## config.mk

```make
export PLATFORM = sky130hd
export DESIGN_NAME = lsu_ctrl
export DESIGN_NICKNAME = d
export VERILOG_FILES = /design/src/rtl/lsu_ctrl.sv
export SDC_FILE = /design/constraint.sdc
export NUM_CORES = 1
export LEC_CHECK = 0
export CAP_MARGIN = 10
export CORE_ASPECT_RATIO = 0.7
export CORE_MARGIN = 4
export CORE_UTILIZATION = 37
export DETAILED_ROUTE_END_ITERATION = 6
export PLACE_DENSITY_LB_ADDON = 0.3
export SLEW_MARGIN = 20
export SYNTH_ARGS = -nofsm -noshare
export SYNTH_HDL_FRONTEND = slang
export SYNTH_SLANG_ARGS = --single-unit
```

## constraint.sdc

```tcl
create_clock -name clk -period 2.69 [get_ports clk]
set_input_delay 0.538 -clock clk [delete_from_list [all_inputs] [get_ports clk]]
set_output_delay 0.538 -clock clk [all_outputs]
set_load 0.1 [all_outputs]
```

## src/rtl/lsu_ctrl.sv

```systemverilog
// lsu_ctrl: load/store unit for the multicycle RV32I core.
//
// Turns byte, halfword and word loads/stores into accesses on a single-port
// word memory with combinational read and synchronous write. Loads are
// extracted and sign/zero-extended. Sub-word stores use read-modify-write.
// Misaligned, out-of-range and illegal-funct3 requests are rejected without
// touching memory.
//
// Ports:
//   clk, rst_n             clock (rising edge), async active-low reset
//   req_valid/req_ready    request handshake; a request is accepted in IDLE
//   req_we, req_funct3     store flag and RV32I funct3
//   req_addr, req_wdata    byte address and store data
//   resp_valid             one-cycle completion pulse
//   resp_err, resp_rdata   rejection flag and extended load data (held)
//   mem_we, mem_a, mem_wd  memory write enable, word address, write data
//   mem_rd                 memory read data (combinational from mem_a)
module lsu_ctrl #(
    parameter int Width    = 32,
    parameter int AddrBits = 7
) (
    input  logic                clk,
    input  logic                rst_n,
    input  logic                req_valid,
    output logic                req_ready,
    input  logic                req_we,
    input  logic [2:0]          req_funct3,
    input  logic [31:0]         req_addr,
    input  logic [Width-1:0]    req_wdata,
    output logic                resp_valid,
    output logic                resp_err,
    output logic [Width-1:0]    resp_rdata,
    output logic                mem_we,
    output logic [AddrBits-1:0] mem_a,
    output logic [Width-1:0]    mem_wd,
    input  logic [Width-1:0]    mem_rd
);

    typedef enum logic [2:0] {
        IDLE,
        LOAD,
        RMW_RD,
        WRITE,
        RESP
    } state_t;

    state_t state, state_next;

    // Latched request. Only the address bits that pick the word and the
    // byte lane are kept; the upper bits are fully consumed by the range
    // check at accept time.
    logic                we_q;
    logic [2:0]          funct3_q;
    logic [AddrBits+1:0] addr_q;
    logic [Width-1:0]    wdata_q;
    logic [Width-1:0]    old_q;
    logic [Width-1:0]    rdata_q;
    logic                err_q;

    logic                f3_legal;
    logic                misaligned;
    logic                out_of_range;
    logic                req_err;
    logic [7:0]          byte_sel;
    logic [15:0]         half_sel;
    logic [Width-1:0]    load_data;
    logic [Width-1:0]    merged;

    // Classify the incoming request so an illegal access can skip memory
    // entirely. funct3[1:0] gives the access size for both loads and stores.
    always_comb begin
        f3_legal     = 1'b0;
        misaligned   = 1'b0;
        out_of_range = 1'b0;
        if (req_we) begin
            f3_legal = (req_funct3 == 3'b000) || (req_funct3 == 3'b001) ||
                       (req_funct3 == 3'b010);
        end else begin
            f3_legal = (req_funct3 == 3'b000) || (req_funct3 == 3'b001) ||
                       (req_funct3 == 3'b010) || (req_funct3 == 3'b100) ||
                       (req_funct3 == 3'b101);
        end
        if (req_funct3[1:0] == 2'b01) begin
            misaligned = req_addr[0];
        end else if (req_funct3[1:0] == 2'b10) begin
            misaligned = |req_addr[1:0];
        end
        out_of_range = |(req_addr >> (AddrBits + 2));
        req_err = !f3_legal || misaligned || out_of_range;
    end

    // Lane extraction for loads and lane insertion for sub-word stores.
    always_comb begin
        byte_sel  = 8'(mem_rd >> {addr_q[1:0], 3'b000});
        half_sel  = addr_q[1] ? mem_rd[31:16] : mem_rd[15:0];
        load_data = mem_rd;
        case (funct3_q)
            3'b000:  load_data = {{24{byte_sel[7]}}, byte_sel};
            3'b001:  load_data = {{16{half_sel[15]}}, half_sel};
            3'b100:  load_data = {24'h0, byte_sel};
            3'b101:  load_data = {16'h0, half_sel};
            default: load_data = mem_rd;
        endcase

        merged = wdata_q;
        case (funct3_q)
            3'b000:  begin
                merged = old_q;
                merged[{addr_q[1:0], 3'b000} +: 8] = wdata_q[7:0];
            end
            3'b001:  begin
                merged = old_q;
                merged[{addr_q[1], 4'b0000} +: 16] = wdata_q[15:0];
            end
            default: merged = wdata_q;
        endcase
    end

    // Next-state logic and the state-decoded outputs. mem_we is decoded
    // from state so that reset drops it immediately.
    always_comb begin
        state_next = state;
        req_ready  = 1'b0;
        resp_valid = 1'b0;
        mem_we     = 1'b0;
        mem_wd     = '0;
        mem_a      = addr_q[AddrBits+1:2];
        case (state)
            IDLE: begin
                req_ready = 1'b1;
                mem_a     = '0;
                if (req_valid) begin
                    if (req_err) begin
                        state_next = RESP;
                    end else if (!req_we) begin
                        state_next = LOAD;
                    end else if (req_funct3 == 3'b010) begin
                        state_next = WRITE;
                    end else begin
                        state_next = RMW_RD;
                    end
                end
            end
            LOAD:    state_next = RESP;
            RMW_RD:  state_next = WRITE;
            WRITE: begin
                mem_we     = 1'b1;
                mem_wd     = merged;
                state_next = RESP;
            end
            RESP: begin
                resp_valid = 1'b1;
                state_next = IDLE;
            end
            default: state_next = IDLE;
        endcase
    end

    // State register plus request/response holding registers. Response
    // fields are cleared at accept and then hold until the next accept.
    always_ff @(posedge clk or negedge rst_n) begin
        if (!rst_n) begin
            state    <= IDLE;
            we_q     <= 1'b0;
            funct3_q <= 3'b000;
            addr_q   <= '0;
            wdata_q  <= '0;
            old_q    <= '0;
            rdata_q  <= '0;
            err_q    <= 1'b0;
        end else begin
            state <= state_next;
            case (state)
                IDLE: begin
                    if (req_valid) begin
                        we_q     <= req_we;
                        funct3_q <= req_funct3;
                        addr_q   <= req_addr[AddrBits+1:0];
                        wdata_q  <= req_wdata;
                        rdata_q  <= '0;
                        err_q    <= req_err;
                    end
                end
                LOAD:    rdata_q <= load_data;
                RMW_RD:  old_q   <= mem_rd;
                default: ;
            endcase
        end
    end

    assign resp_err   = err_q;
    assign resp_rdata = rdata_q;

    // The store flag is only needed for routing at accept; keep it latched
    // for debug visibility without feeding any logic.
    logic unused_we;
    assign unused_we = we_q;

endmodule
```

---- Word level (Yosys, flattened, before mapping) ----
Cells that the tools add are included.
storage, ports and cells
  word-level logic and storage cells ...... 64
  input bits .............................. 103
  flip-flop bits (word level) ............. 112
  output and inout port bits .............. 75
operators by class
  shifts and indexed selects .............. 5
  reductions and logical operators ........ 16
  eq/ne operators ......................... 14
  add/subtract/negate cells ............... 2
  multiplexer cells ....................... 20
operators by type and width
  cell                                                                      number
  32-bit one-hot mux with 2 select lines                                    2
  32-bit one-hot mux with 4 select lines                                    1
  32-bit bitwise mux                                                        2
  32-bit 2-to-1 mux                                                         2
  16-bit by 7-bit variable shift with 32-bit output (first input constant)  1
  8-bit by 7-bit variable shift with 32-bit output (first input constant)   1
  16-bit by 7-bit variable part select with 32-bit output                   1
  8-bit by 7-bit variable part select with 32-bit output                    1
  32-bit by 5-bit >> shifter with 8-bit output                              1
  23-bit OR reduction                                                       1
  16-bit 2-to-1 mux                                                         1
  3-bit equality test (second input constant)                               5
  5-bit negator with 7-bit output                                           2
  3-bit by 1-bit equality test with 1-bit output (second input constant)    3
  3-bit by 2-bit equality test with 1-bit output (second input constant)    3
  3-bit zero test                                                           3
  3-bit one-hot mux with 3 select lines                                     1
  1-bit 2-to-1 mux                                                          7
  7-bit 2-to-1 mux                                                          1
  1-bit logical OR                                                          6
  3-bit 2-to-1 mux                                                          2
  2-bit AND reduction                                                       2
  2-bit OR reduction                                                        2
  2-bit by 1-bit equality test with 1-bit output (second input constant)    1
  5 further kinds                                                           5

---- Longest topological paths before layout ----
Gate-level depths: netlist (run 1).
  depth after elaboration ................. 12
  mapped depth ............................ 8
  gate-level depth less buffers ........... 6

---- Worst setup path before layout (run 1) ----
No wires, ideal clock.
  kind .................................... reg-to-output
  from .................................... reg state[2]
  to ...................................... out mem_wd[10]
  required time ........................... 2.152 ns
  arrival ................................. 3.317 ns
  buffers on the path ..................... 0
  slack ................................... -1.165 ns
  stages on the path, launching flop included .. 6
  cells stage by stage .................... dfrtp_1 and2b_1 nand2_1 inv_1 nand2_1 o2bb2ai_1
on the way
  word-level cells in the longest chain between the ends .. 2
RTL lines
  element                                         line  source
  start: declaration                              47    state_t state, state_next;
  start signal: assignment                        172   state <= state_next;
  3-bit by 2-bit equality test with 1-bit output  128   case (state)
  32-bit 2-to-1 mux                               128
  end: declaration                                35    output logic [Width-1:0] mem_wd,
No other way between the ends.

---- Final worst setup path (run 1) ----
  from .................................... reg addr_q[1]
  to ...................................... out mem_wd[28]
on the way
  word-level cells in the longest chain between the ends .. 5
  elaborated cells between the ends (all ways) .. 10
  those cells by class .................... add/sub (2); shift (4); mux (4)
RTL lines
  element                                                                          line      source
  start: declaration                                                               54        logic [AddrBits+1:0] addr_q;
  start signal: assignment                                                         178       addr_q <= req_addr[AddrBits+1:0];
  5-bit negator with 7-bit output (on tied branches)                               113, 109
  16-bit by 7-bit variable part select with 32-bit output (tied with other cells)  113       merged[{addr_q[1], 4'b0000} +: 16] = wdata_q[15:0];
  32-bit bitwise mux (on tied branches)                                            113, 109
  32-bit one-hot mux with 2 select lines (*)                                       106       case (funct3_q)
  32-bit 2-to-1 mux (*)                                                            128
Mark *: on every way between the ends. The rest lies on a longest branch, timed or not.

==> results_dict.tcl, run 1 <==
set metrics [dict create \
    worst_setup_path_start_kind "register" \
    yosysWarnings 0 \
    status "finished, violations left" \
    slew_violations 0 \
    synth_edf_count 0 \
    finalCritPeriodShare 1.06 \
    insertion_delay_ns 0.35 \
    row_count 38 \
    drcViolationCount 0 \
    layout-drive-gt1-share 0.370 \
    skew_ns 0.00546 \
    first_pass_iters 5 \
    syn_nets 629 \
    power.density_nw_per_um2 493 \
    synth.distinct_cells 50 \
    diodes 0 \
    crit_chain "inv_8 > ha_4 > nor4bb_2 > buf_4 > a221oi_2 > a211o_1 > a21oi_4 > buf_12" \
    avgSynthCellArea_sq_um 11.2 \
    hpwl_mm 14.3 \
    start_util 0.378 \
    fillCellCount 1301 \
    critPathKind "reg2out" \
    required_ns 2.15 \
    tns_ns -2.37 \
    synth_top_area_cell "dfrtp_1" \
    max_freq_mhz 350 \
    area_delta_synth_final_pct 53.3 \
    grt_max_degree 51 \
    synth.cell_area_sq_um 5850 \
    cts_tree "built" \
    hold_buffers 0 \
    syn-instance-count 521 \
    ir_worst_vdd_mv 0.319 \
    fin_ws_ns -0.166 \
    synth.area.top_cells "dfrtp_1, mux2_2, a221o_1, mux2i_1, nand2_1" \
    final-setup-viol-count 21 \
    post-synth-top-area-fraction 0.479 \
    cts-root-buf "clkbuf_16" \
    hold_viol 0 \
    synthFlopType "dfrtp_1" \
    routed_wl_mm 18.6 \
    ios 178 \
    crit_fanout 8 \
    grt_pass1_vias 5246 \
    tightestPinTransition_ns 0.715 \
    clk_pin_slew_worst_paths_ns 0.08 \
    core_area_sq_um 15500 \
    yosys_register_bits 112 \
    critPathSlowestCell "dfrtp_2" \
    viasPerCell 5.62 \
    cts_buffer_depth 2 \
    die-area_sq_um 17900 \
    clock_sinks 112 \
    portBuffers 177 \
    gp_congestion 0.853 \
    htreeDepth 3 \
    die_h_um 113 \
    vias 5115 \
    grt_pass1_wl_mm 28.9 \
    fp.dieW_um 158 \
    utilization 0.579 \
    worst-path-buf-inv 3 \
    nets 813 \
    cpPeakStageDelay_ns 0.46 \
    end_kind "primary output" \
    grt.total_usage 0.206 \
    drt_iter0_markers 296 \
    async_reset_ff_frac 1.00 \
    seq_area_frac_synth 0.479 \
    overflow 0 \
    rsz0062_at_grt "yes" \
    crit_family "compound AO/OA/AOI/OAI gates" \
    antenna_found_initial 1 \
    min_path_type "in2async" \
    arrival_ns 2.32 \
    wl_per_cell_um 20.4 \
    cts_buffers 9 \
    maxCapViolations 0 \
    min_period_ns 2.86 \
    power.leakage_nw 3.72 \
    yosysMostFrequentCell "dfrtp_1" \
    violations "negative setup slack" \
    drtAntennaViolNets 0 \
    synth_common_cells "dfrtp_1, mux2_2, nand2_1, o21ai_0, nor2_1" \
    slew_headroom 0.522 \
]
[metal layers]
metal | track usage | vias up | routed length, um
li1 | - | 2327 | -
met1 | 0.286 | 2553 | 8240
met2 | 0.325 | 216 | 8640
met3 | 0.0608 | 17 | 1520
met4 | 0.0386 | 2 | 149
met5 | 0 | - | 13
[area by class of cell]
type / count / area, sq um / area share
Clock buffer: 9 / 225 / 0.0251
Sequential cell: 112 / 2800 / 0.313
Tap cell: 200 / 250 / 0.0279
Inverter: 7 / 37.5 / 0.00418
Multi-Input combinational cell: 365 / 3290 / 0.366
Timing Repair Buffer: 210 / 2270 / 0.253
Clock inverter: 7 / 101 / 0.0113
[path summary, 6_finish.rpt]
path                                start        endpoint  slack (ns)  cells past startpoint
max                             addr_q[1]      mem_wd[28]       -0.17                      8
min                                 rst_n  resp_rdata[17]        0.17                      1
max reg2reg                      state[1]      wdata_q[4]        0.46                      4
min reg2reg                resp_rdata[13]  resp_rdata[13]        0.49                      2
max in group asynchronous           rst_n        old_q[2]        1.69                      2
min in group clk           resp_rdata[13]  resp_rdata[13]        0.49                      2
[per-stage QoR]
| stage | total power, mW | setup WS [ns] | instance area, sq um | hold WS, ns | instances |
|---|---|---|---|---|---|
| finish | 4.42 | -0.166 | 8970 | 0.175 | 910 |
| global route | 4.61 | -0.280 | 8970 | 0.207 | 910 |
| CTS | 4.44 | -0.186 | 8950 | 0.191 | 910 |
| detailed placement | 2.93 | 0.0789 | 8560 | 0.472 | 888 |
| global placement | 2.90 | 0.129 | 8560 | 0.470 | 888 |
| floorplan | 2.53 | -0.153 | 6300 | 0.242 | 521 |
[power breakdown]
| group | total, mW | internal (mW) | switching (mW) |
|---|---|---|---|
| sequential | 1.90 | 1.78 | 0.124 |
| clock | 1.48 | 0.829 | 0.651 |
| combinational | 1.03 | 0.465 | 0.568 |
| total | 4.42 | 3.08 | 1.34 |
[timing repair]
action                     in CTS  in global routing
hold endpoints to repair        0                  0
gates resized for setup         5                  4
pin swaps                       7                  1
setup endpoints to repair      24                 30
gates cloned                    0                  0
buffers inserted                6                  0
[placed cells by master (no fill, tap or decap), types with 3 or more instances in the layout]
master           instances
a211o_1                 16
a211oi_1                 8
a21oi_4                 16
a221o_1                 16
a221oi_1                11
a221oi_2                 5
a22oi_1                 16
a31oi_1                  3
and2_1                   8
buf_12                  35
buf_4                   74
clkbuf_16                9
clkdlybuf4s50_1        101
dfrtp_1                111
ha_2                     3
inv_1                    4
mux2_2                  72
mux2i_1                 16
nand2_1                 39
nand2b_1                 5
nor2_1                  16
nor2_2                   7
nor2b_1                  8
nor2b_2                  6
nor3_1                   3
nor4_1                   5
o21a_1                   7
o21ai_0                 27
o2bb2ai_4                8
o31ai_1                  8
[state kept, by name (all words and copies together) (netlist names)]
name and count:
old_q 32, resp_rdata 32, wdata_q 32, addr_q 9
funct3_q 3, state 3, resp_err 1
[kinds of logic after synthesis]
| logic type | after synthesis | synth area share |
|---|---|---|
| AO/OA/AOI/OAI | 152 | 0.192 |
| AND/OR/NAND/NOR | 117 | 0.104 |
| flip-flops | 112 | 0.479 |
| multiplexers | 91 | 0.174 |
| buffers and inverters | 44 | 0.0410 |
| adder cells (fa/ha/maj) | 5 | 0.0107 |
(Power assumes the default switching activity.)
==> run 2: changes to the inputs <==
CORE_MARGIN = unset   (was 4)
CTS_CLUSTER_SIZE = 28   (was unset)
==> results_dict.tcl, run 2 (synthesis gave the netlist of run 1 again) <==
set metrics [dict create \
    die-area_sq_um 16300 \
    start_util 0.379 \
    rr_startpoint "state[1]" \
    status "finished, violations left" \
    diodes 0 \
    antenna_found_initial 1 \
    drcViolationCount 13 \
    htreeDepth 3 \
    min_path_type "in2async" \
    vias 5166 \
    min_period_ns 2.89 \
    overflow 0 \
    drtAntennaViolNets 0 \
    drt_iter0_markers 302 \
    cts_buffers 9 \
    cts_buffer_depth 2 \
    worst_setup_path_start_kind "register" \
    layout-drive-gt1-share 0.398 \
    placed_cell_area_sq_um 8550 \
    violations "design-rule violations, negative setup slack" \
    layout_commonest_cell "dfrtp_1" \
    grt_use_met1 0.320 \
    final-setup-viol-count 24 \
    cts-root-buf "clkbuf_16" \
    portBuffers 177 \
    first_pass_iters 7 \
    r2r_end "wdata_q[22]" \
    grt_max_degree 51 \
    ir_worst_vdd_mv 0.280 \
    finalCritPeriodShare 1.07 \
    final_cell_mix "dfrtp_1, clkdlybuf4s50_1, mux2_2, buf_4, nand2_1" \
    met3_usage 0.0566 \
    tightestPinTransition_ns 0.662 \
    rr_worst_depth 4 \
    crit_family "compound AO/OA/AOI/OAI gates" \
    crit_chain "inv_4 > ha_4 > nor4bb_4 > buf_6 > buf_6 > a221oi_2 > a211o_1 > a21oi_4 > buf_12" \
    insertion_delay_ns 0.36 \
    maxCapViolations 0 \
    required_ns 2.15 \
    use_met2 0.378 \
    critPathSlowestCell "dfrtp_1" \
    hpwl_mm 14.2 \
    row_count 38 \
    cts_tree "built" \
    slew_headroom 0.557 \
    grt_pass1_vias 5211 \
    routed_wl_mm 18.9 \
    gp_congestion 0.848 \
    skew_ns 0.00947 \
    area_delta_synth_final_pct 56.1 \
    whs_ns 0.151 \
    seqCellArea_sq_um 2810 \
    hold_viol 0 \
    core_area_sq_um 15500 \
    multi_input_area_sq_um 3420 \
    nets 812 \
    clock_sinks 112 \
    power.density_nw_per_um2 486 \
    arrival_ns 2.35 \
    fp.dieW_um 152 \
    cpPeakStageDelay_ns 0.42 \
    fillCellCount 1225 \
    design_area_sq_um 9140 \
    grt_pass1_wl_mm 29.3 \
    grt.total_usage 0.236 \
    max_freq_mhz 346 \
    clk_pin_slew_worst_paths_ns 0.08 \
    wl_per_cell_um 20.8 \
    ios 178 \
    critPathKind "reg2out" \
    ff2ff_setup_slack_ns 0.49 \
    rsz0062_at_grt "yes" \
    end_kind "primary output" \
    die_h_um 107 \
    grt.busiest_layer "met2" \
    worst-path-buf-inv 4 \
    crit_fanout 6 \
    slew_violations 0 \
    power.leakage_nw 3.75 \
    fin_ws_ns -0.198 \
    viasPerCell 5.68 \
    crit_top_cell "buf_6" \
]
-- run 2: cell count changes in the layout (fill, tap and decap cells not counted), moves of 3 or more --
cell,delta
buf_6,+6
ha_4,+3
ha_2,-3
buf_4,-9
a22oi_1,-15
a22oi_2,+15
-- run 2: timing repair --
action                                  CTS  global route
endpoints found under the setup margin   24            31
gates resized for setup                   5            38
gates cloned                              0             0
buffers inserted                          4             4
pin swaps                                 8            27
hold buffers                              0             0
-- run 2: power by group --
group          total [mW]  switching [mW]  internal, mW  leakage, nW
clock                1.43           0.670         0.763        0.154
sequential           1.92           0.139          1.78         1.46
combinational        1.09           0.593         0.499         2.14
total                4.44            1.40          3.04         3.75
-- run 2: how the worst max path moves through the flow --
| stage | from | to | slack (ns) | depth (start not counted) |
|---|---|---|---|---|
| CTS | addr_q[1] | mem_wd[25] | -0.20 | 8 |
| global placement | addr_q[1] | mem_wd[28] | 0.16 | 8 |
| detailed placement | addr_q[1] | mem_wd[19] | 0.11 | 8 |
| floorplan | state[2] | mem_wd[10] | -0.15 | 5 |
| global route | addr_q[0] | mem_wd[23] | -0.28 | 9 |
| finish | addr_q[0] | mem_wd[23] | -0.20 | 9 |
-- run 2: through the flow --
step / setup slack [ns] / std cells / setup TNS, ns / util / power, mW
final: -0.198 / 909 / -2.64 / 0.591 / 4.44
after detailed placement: 0.108 / 885 / 0 / 0.553 / 2.93
after CTS: -0.200 / 905 / -3.58 / 0.577 / 4.38
after global routing: -0.278 / 909 / -5.05 / 0.591 / 4.64
after floorplan: -0.153 / 521 / -3.03 / - / 2.53
after global placement: 0.162 / 885 / 0 / 0.553 / 2.90
-- run 2: per-layer routing --
| metal | up-vias | share of wire |
|---|---|---|
| met3 | 20 | 0.070 |
| met1 | 2608 | 0.44 |
| met4 | 0 | 0.013 |
| met5 | - | 0 |
| met2 | 205 | 0.48 |
| li1 | 2333 | - |
-- run 2: cell type report --
class	count	area share
Sequential cell	112	0.307
Clock buffer	10	0.0262
Clock inverter	6	0.00808
Tap cell	200	0.0274
Inverter	7	0.00438
Timing Repair Buffer	209	0.253
Multi-Input combinational cell	365	0.374
==> run 3: changes to the inputs <==
CORE_UTILIZATION = 40   (was 37)
GPL_TIMING_DRIVEN = 0   (was unset)
PLACE_DENSITY_LB_ADDON = 0.12   (was 0.3)
==> results_dict.tcl, run 3 (synthesis gave the netlist of run 1 again) <==
set metrics [dict create \
    status "finished, violations left" \
    violations "negative setup slack" \
    start_util 0.415 \
    power.leakage_nw 3.76 \
    cts_tree "built" \
    fp.dieW_um 147 \
    insertion_delay_ns 0.36 \
    layout-drive-gt1-share 0.332 \
    die_h_um 103 \
    min_period_ns 2.99 \
    critPathSlowestCell "dfrtp_2" \
    vias 5306 \
    core_area_sq_um 14100 \
    utilization 0.658 \
    end_kind "primary output" \
    drcViolationCount 0 \
    nets 833 \
    min_path_type "in2async" \
    grt_pass1_wl_mm 29.5 \
    routed_wl_mm 19.2 \
    viasPerCell 5.77 \
    tightestPinTransition_ns 0.979 \
    cts_buffer_depth 2 \
    stdcell_count 920 \
    rr_worst_depth 5 \
    hpwl_mm 14.4 \
    placed_cell_area_sq_um 8340 \
    tns_ns -3.99 \
    finalCritPeriodShare 1.11 \
    cpPeakStageDelay_ns 0.41 \
    worst-path-buf-inv 4 \
    multi_input_area_sq_um 3360 \
    row_count 36 \
    area_delta_synth_final_pct 58.5 \
    hold_viol 0 \
    drt_iter0_markers 327 \
    crit_fanout 8 \
    cts_buffers 9 \
    grt_max_degree 59 \
    grt_pass1_vias 5347 \
    portBuffers 177 \
    htreeDepth 3 \
    design_area_sq_um 9280 \
    required_ns 2.15 \
    power.density_nw_per_um2 472 \
    antenna_found_initial 1 \
    critPathKind "reg2out" \
    preCtsSetupSlack_ns -1.31 \
    clk_pin_slew_worst_paths_ns 0.08 \
    drtAntennaViolNets 0 \
    clock_sinks 112 \
    slew_violations 0 \
    layout_commonest_cell "clkdlybuf4s50_1" \
    maxCapViolations 0 \
    seqCellArea_sq_um 2810 \
    max_freq_mhz 334 \
    hold_buffers 0 \
    ir_worst_vdd_mv 0.352 \
    fin_ws_ns -0.300 \
    whs_ns 0.139 \
    arrival_ns 2.45 \
    cts-root-buf "clkbuf_16" \
    first_pass_iters 5 \
    die-area_sq_um 15100 \
    overflow 0 \
    final-setup-viol-count 21 \
    crit_family "buffers and inverters" \
    fillCellCount 1038 \
    final_cell_mix "clkdlybuf4s50_1, dfrtp_1, mux2_2, nand2_1, buf_12" \
    crit_cells 9 \
    placedCellCount 889 \
    worst_setup_path_start_kind "register" \
    crit_chain "buf_6 > inv_8 > ha_4 > nor4bb_2 > buf_4 > a221oi_1 > a211o_1 > a21oi_4 > buf_12" \
    gp_congestion 0.882 \
    rsz0062_at_grt "yes" \
    ios 178 \
    skew_ns 0.00845 \
    power_mw 4.38 \
    diodes 0 \
    wl_per_cell_um 20.8 \
    slew_headroom 0.345 \
    grt.total_usage 0.258 \
]
## run 3: power by group
group | internal, mW | leakage [nW] | switching [mW]
clock | 0.686 | 0.134 | 0.647
sequential | 1.78 | 1.46 | 0.124
combinational | 0.515 | 2.17 | 0.627
total | 2.98 | 3.76 | 1.40
## run 3: per-layer routing
metal / GRT usage / routed length, um / vias to the layer above
li1: - / - / 2362
met1: 0.367 / 8710 / 2645
met2: 0.397 / 8700 / 262
met3: 0.0518 / 1340 / 35
met4: 0.0809 / 415 / 2
met5: 0 / 13 / -
## run 3: final cells by class
| class | count | area share |
|---|---|---|
| Multi-Input combinational cell | 365 | 0.362 |
| Sequential cell | 112 | 0.303 |
| Inverter | 7 | 0.00432 |
| Clock inverter | 5 | 0.00432 |
| Clock buffer | 11 | 0.0272 |
| Timing Repair Buffer | 196 | 0.246 |
| Buffer | 34 | 0.0272 |
| Tap cell | 190 | 0.0256 |
## run 3: final timing paths
kind	slack, ns	to	start
max in group asynchronous	1.84	funct3_q[2]	rst_n
max reg2reg	0.70	resp_rdata[24]	state[2]
min	0.14	resp_rdata[6]	rst_n
min reg2reg	0.49	resp_rdata[2]	resp_rdata[2]
max	-0.30	mem_wd[26]	addr_q[1]
min in group clk	0.49	resp_rdata[2]	resp_rdata[2]
## run 3: timing repair
action,CTS,global route
setup buffers,11,7
pin swaps,5,15
gates resized for setup,305,43
setup endpoints to repair,42,39
